[config.mk]
export PLATFORM = sky130hd
export DESIGN_NAME = raster_scheduler
export DESIGN_NICKNAME = d
export VERILOG_FILES = /design/src/rtl/raster_scheduler.sv
export SDC_FILE = /design/constraint.sdc
export NUM_CORES = 1
export LEC_CHECK = 0
export ABC_CLOCK_PERIOD_IN_PS = 2300
export BUFFER_PORTS_ARGS = -buffer_cell sky130_fd_sc_hd__buf_2
export CAP_MARGIN = 40
export CELL_PAD_IN_SITES_DETAIL_PLACEMENT = 0
export CELL_PAD_IN_SITES_GLOBAL_PLACEMENT = 2
export CORE_AREA = 2 2 280 282
export CTS_BUF_LIST = sky130_fd_sc_hd__clkbuf_2 sky130_fd_sc_hd__clkbuf_4 sky130_fd_sc_hd__clkbuf_8
export CTS_CLUSTER_DIAMETER = 30
export CTS_CLUSTER_SIZE = 12
export DETAILED_ROUTE_END_ITERATION = 12
export DIE_AREA = 0 0 282 284
export MAX_ROUTING_LAYER = met4
export PLACE_DENSITY_LB_ADDON = 0.1
export SETUP_SLACK_MARGIN = 0.2
export SLEW_MARGIN = 5
export SYNTH_ARGS = -nofsm -noshare
export SYNTH_HDL_FRONTEND = slang
export SYNTH_SLANG_ARGS = --single-unit
[constraint.sdc]
create_clock -name clk -period 2.3 [get_ports clk]
set_clock_uncertainty 0.05 [all_clocks]
set_input_delay 0.46 -clock clk [delete_from_list [all_inputs] [get_ports clk]]
set_output_delay 0.46 -clock clk [all_outputs]
set_load 0.01 [all_outputs]
[src/rtl/raster_scheduler.sv]
// raster_scheduler: frame sequencer that clears buffers, feeds triangles to a rasterizer and arbitrates buffer writes
module raster_scheduler #(
    parameter int WIDTH  = 320,
    parameter int HEIGHT = 240
) (
    input  logic        clk,
    input  logic        areset,
    input  logic        frame_start,
    input  logic [3:0]  clear_color,
    input  logic        tri_valid,
    output logic        tri_ready,
    input  logic [95:0] tri_p1,
    input  logic [95:0] tri_p2,
    input  logic [95:0] tri_p3,
    input  logic [3:0]  tri_color,
    input  logic        tri_last,
    output logic        ru_start,
    output logic [95:0] ru_p1,
    output logic [95:0] ru_p2,
    output logic [95:0] ru_p3,
    output logic [3:0]  ru_color,
    input  logic        ru_done,
    input  logic        ru_fb_we,
    input  logic [9:0]  ru_fb_x,
    input  logic [9:0]  ru_fb_y,
    input  logic [3:0]  ru_fb_data,
    input  logic        ru_zb_we,
    input  logic [9:0]  ru_zb_x,
    input  logic [9:0]  ru_zb_y,
    input  logic [5:0]  ru_zb_wdata,
    output logic        fb_we,
    output logic [9:0]  fb_x,
    output logic [9:0]  fb_y,
    output logic [3:0]  fb_data,
    output logic        zb_we,
    output logic [9:0]  zb_x,
    output logic [9:0]  zb_y,
    output logic [5:0]  zb_wdata,
    output logic        busy,
    output logic        frame_done,
    output logic [15:0] tri_count
);
    typedef enum logic [2:0] {IDLE, CLEAR, WAIT_TRI, START, RASTER, FRAME_DONE} state_t;

    state_t      state_q, state_d;
    logic [9:0]  cx_q, cx_d, cy_q, cy_d;
    logic [3:0]  clr_q, clr_d;
    logic [95:0] p1_q, p1_d, p2_q, p2_d, p3_q, p3_d;
    logic [3:0]  col_q, col_d;
    logic        last_q, last_d;
    logic [15:0] cnt_q, cnt_d;
    logic        last_col, last_row, in_clear, in_raster;

    assign last_col  = cx_q == 10'(WIDTH - 1);
    assign last_row  = cy_q == 10'(HEIGHT - 1);
    assign in_clear  = state_q == CLEAR;
    assign in_raster = state_q == RASTER;

    // state register and captured frame/triangle context
    always_ff @(posedge clk) begin
        if (areset) begin
            state_q <= IDLE;
            cx_q    <= '0;
            cy_q    <= '0;
            clr_q   <= '0;
            p1_q    <= '0;
            p2_q    <= '0;
            p3_q    <= '0;
            col_q   <= '0;
            last_q  <= 1'b0;
            cnt_q   <= '0;
        end else begin
            state_q <= state_d;
            cx_q    <= cx_d;
            cy_q    <= cy_d;
            clr_q   <= clr_d;
            p1_q    <= p1_d;
            p2_q    <= p2_d;
            p3_q    <= p3_d;
            col_q   <= col_d;
            last_q  <= last_d;
            cnt_q   <= cnt_d;
        end
    end

    // next-state: clear scan, triangle capture and completion counting
    always_comb begin
        state_d = state_q;
        cx_d    = cx_q;
        cy_d    = cy_q;
        clr_d   = clr_q;
        p1_d    = p1_q;
        p2_d    = p2_q;
        p3_d    = p3_q;
        col_d   = col_q;
        last_d  = last_q;
        cnt_d   = cnt_q;
        unique case (state_q)
            IDLE: begin
                if (frame_start) begin
                    state_d = CLEAR;
                    clr_d   = clear_color;
                    cx_d    = '0;
                    cy_d    = '0;
                    cnt_d   = '0;
                end
            end
            CLEAR: begin
                cx_d = last_col ? 10'd0 : cx_q + 10'd1;
                cy_d = last_col ? cy_q + 10'd1 : cy_q;
                if (last_col && last_row)
                    state_d = WAIT_TRI;
            end
            WAIT_TRI: begin
                if (tri_valid) begin
                    state_d = START;
                    p1_d    = tri_p1;
                    p2_d    = tri_p2;
                    p3_d    = tri_p3;
                    col_d   = tri_color;
                    last_d  = tri_last;
                end
            end
            START:      state_d = RASTER;
            RASTER: begin
                if (ru_done) begin
                    cnt_d   = (cnt_q == 16'hFFFF) ? cnt_q : cnt_q + 16'd1;
                    state_d = last_q ? FRAME_DONE : WAIT_TRI;
                end
            end
            FRAME_DONE: state_d = IDLE;
            default:    state_d = IDLE;
        endcase
    end

    assign tri_ready  = state_q == WAIT_TRI;
    assign ru_start   = state_q == START;
    assign frame_done = state_q == FRAME_DONE;
    assign busy       = state_q != IDLE;
    assign tri_count  = cnt_q;
    assign ru_p1      = p1_q;
    assign ru_p2      = p2_q;
    assign ru_p3      = p3_q;
    assign ru_color   = col_q;

    assign fb_we    = in_clear | (in_raster & ru_fb_we);
    assign fb_x     = in_clear ? cx_q  : (in_raster ? ru_fb_x    : 10'd0);
    assign fb_y     = in_clear ? cy_q  : (in_raster ? ru_fb_y    : 10'd0);
    assign fb_data  = in_clear ? clr_q : (in_raster ? ru_fb_data : 4'd0);
    assign zb_we    = in_clear | (in_raster & ru_zb_we);
    assign zb_x     = in_clear ? cx_q  : (in_raster ? ru_zb_x     : 10'd0);
    assign zb_y     = in_clear ? cy_q  : (in_raster ? ru_zb_y     : 10'd0);
    assign zb_wdata = in_clear ? 6'h3F : (in_raster ? ru_zb_wdata : 6'd0);
endmodule
==> flow_summary_export.csv <==
group,metric,value,unit
place,port_buffers,717,
yosys,synth-edff-count,0,
timing,max_freq,385,MHz
min_path,min_path_type,"input pin to flop",
route,drtAntennaViolNets,0,
cts,cts.clk_slew.worst_paths,0.05,ns
worst_setup_path,worst_ep_arrival_time,2.09,ns
yosys,postSynthAreaPerCell,7.79,sq um
final_layout,fin_nets,3119,
floorplan,dieHeight,284,um
run_status,status,"finished with violations",
route,viasPerCell,4.06,
timing,period_share,1.13,
cts,cts_tree,"done",
cts,cts_buffers,117,
yosys,synthArstFlopShare,0,
yosys,synthesis.nets,2014,
place,dp_slack,0.195,ns
run,cap_violations,0,
yosys,ys_seq_elements,336,
yosys,synth_cells,1657,
floorplan,die_area,80100,sq um
power,leakage,0.0105,uW
route,drc,0,
worst_setup_path,rrSetupSlack,0.33,ns
timing,setup_viol,52,
final_layout,stdcell_area,24200,sq um
worst_setup_path,criticalPathCategory,"flop to output pin",
floorplan,rows,102,
floorplan,io_pins,718,
worst_setup_path,end_kind,"output pin",
yosys,ys.warnings.count,0,
yosys,synthFlopType,"dfxtp_1",
global_routing,antenna_found_initial,15,
place,post-dp-hpwl,49.9,mm
timing,worstMarginPinSlew,0.567,ns
final_layout,area_growth,87.1,%
global_routing,grt_pass1_vias,16287,
floorplan,core,77000,sq um
cts,root_buffer,"clkbuf_8",
floorplan,start_util,0.168,
cts,htreeDepth,3,
yosys,synth_top_cell_area_share,0.521,
worst_setup_path,cp-start-kind,"flop",
timing,slew_viol_final,0,
cts,clk_latency,0.70,ns
route,drtIter0Drc,627,
cts,clkSinkCount,336,
worst_setup_path,cp.required,1.79,ns
global_routing,grt_max_degree,67,
power,p_per_area,707,nW/um^2
yosys,synth_area_leader_cell,"dfxtp_1",
cts,cts_buffer_depth,3,
floorplan,die_w,282,um
route,routedWlPerCell,17.3,um
timing,rsz0062_at_grt,"true",
timing,finalCriticalPeriod,2.60,ns
global_routing,overflow,0,
place,place.gp.congestion,0.802,
yosys,ys_types,53,
yosys,synth_area,12900,sq um
final_layout,drive_above_1_share,0.370,
route,wirelength,67.4,mm
timing,setup_ws,-0.296,ns
timing,finalHoldViolCount,0,
global_routing,grt_pass1_wl,98.9,mm
place,dpl-instance-area,18100,sq um
yosys,synth_area_leaders,"dfxtp_1 (52%), nand2_1 (19%), a21oi_1 (13%)",
route,drtPass1Iterations,4,
run_status,violations,"negative setup slack",
route,vias,15868,
worst_setup_path,cp_max_fo,10,
timing,slew_headroom,0.618,
power,ir_drop,0.000402,V
yosys,ys_seq_area_frac,0.521,
global_routing,grtUsageTotal,0.166,
==> flip-flops by register name (all words and copies together), names as in the netlist <==
register / cells
cy_q: 10
cx_q: 10
ru_p3: 96
clr_q: 4
last_q: 1
ru_p1: 96
ru_color: 4
ru_p2: 96
state_q: 3
tri_count: 16
==> per-stage QoR <==
| stage | util | cells | setup TNS (ns) | hold slack [ns] | total power, uW |
|---|---|---|---|---|---|
| finish | 0.314 | 3904 | -12.91 | 0.163 | 17100 |
| global route | 0.314 | 3904 | -20.28 | 0.123 | 17900 |
| CTS | 0.313 | 3888 | -17.81 | 0.0591 | 17500 |
| detailed placement | 0.235 | 3358 | 0 | 0.394 | 6640 |
| global placement | 0.235 | 3358 | 0 | 0.387 | 6640 |
| floorplan | - | 1657 | 0 | 0.387 | 6160 |
==> critical path, cell delays in order, from the launching register on <==
cell and delay (ns):
dfxtp_4 0.35, or2_4 0.25, nor2_4 0.17, buf_6 0.12, buf_6 0.09, buf_16 0.12, nand2_1 0.06, o21ai_1 0.07
buf_2 0.15
==> cells by family after synthesis <==
logic type / count (synthesis) / share of synthesized area
adder cells (fa/ha/maj): 3 / 0.00291
AO/OA/AOI/OAI: 423 / 0.185
flip-flops: 336 / 0.521
buffers and inverters: 138 / 0.0454
multiplexers: 5 / 0.00407
AND/OR/NAND/NOR: 752 / 0.242
==> routing by layer <==
metal  share of wire  GRT usage
met1            0.40      0.180
met2            0.49      0.282
met5               0          -
met4           0.024     0.0537
met3           0.086     0.0568
==> repair_timing <==
action / in CTS / in global routing
endpoints found under the setup margin: 57 / 60
hold endpoints to repair: 297 / 0
buffers inserted: 20 / 0
gates cloned: 6 / 1
pin swaps: 10 / 3
hold buffers: 298 / 0
gates resized for setup: 58 / 6
==> where the power goes <==
group	total [uW]	switching (uW)	internal (uW)
logic	1140	457	683
registers	5860	7.51	5850
clock network	10100	3650	6430
total	17100	4120	13000
==> synth_stat cells (4+ instances only) <==
cell type / instances
clkbuf_1: 81
nand3_1: 18
nand2_1: 639
or4b_1: 4
nand4_1: 12
o31ai_1: 5
a31oi_1: 4
a21oi_1: 325
a22o_1: 32
and3_1: 7
o32ai_1: 5
and4_1: 5
o21ai_0: 7
o41ai_1: 5
nand2b_1: 6
nor2_1: 21
dfxtp_1: 336
o21ai_1: 16
buf_2: 42
or4_1: 9
nor3_1: 9
or3_1: 4
inv_1: 10
==> path summary, 6_finish.rpt <==
kind                            from                   endpoint  cells after the start
max          state_q[0]$_SDFFE_PP0P_                    zb_y[2]                      8
min                          ru_done    state_q[2]$_SDFFE_PP0P_                      4
max reg2reg  state_q[2]$_SDFFE_PP0P_  tri_count[3]$_SDFFE_PP0P_                      6
min reg2reg   ru_p1[80]$_SDFFE_PP0P_     ru_p1[80]$_SDFFE_PP0P_                      2
==> cell usage in the layout, fill, tap and decap left out, types with 7 or more instances in the layout <==
cell	n
nand4_1	12
buf_6	24
buf_2	704
clkinv_2	25
dlygate4sd3_1	298
clkbuf_4	25
a21oi_1	325
or4_1	9
a22o_1	32
nor3_1	9
dfxtp_1	332
buf_4	59
nand3_1	18
o21ai_0	7
inv_1	9
diode_2	15
o21ai_1	16
nand2_1	631
buf_12	23
nor2_1	19
clkbuf_8	146
==> area by class of cell <==
cell class              count  area [sq um]
flip-flops and latches    336          6740
fillers                  8516         52800
clock inverters            35           332
well taps                1040          1300
inverters                  10          37.5
diodes                     15          37.5
multi-input cells        1183          5690
repair buffers           1114          7830
clock buffers             171          2200
(Power assumes the default switching activity.)
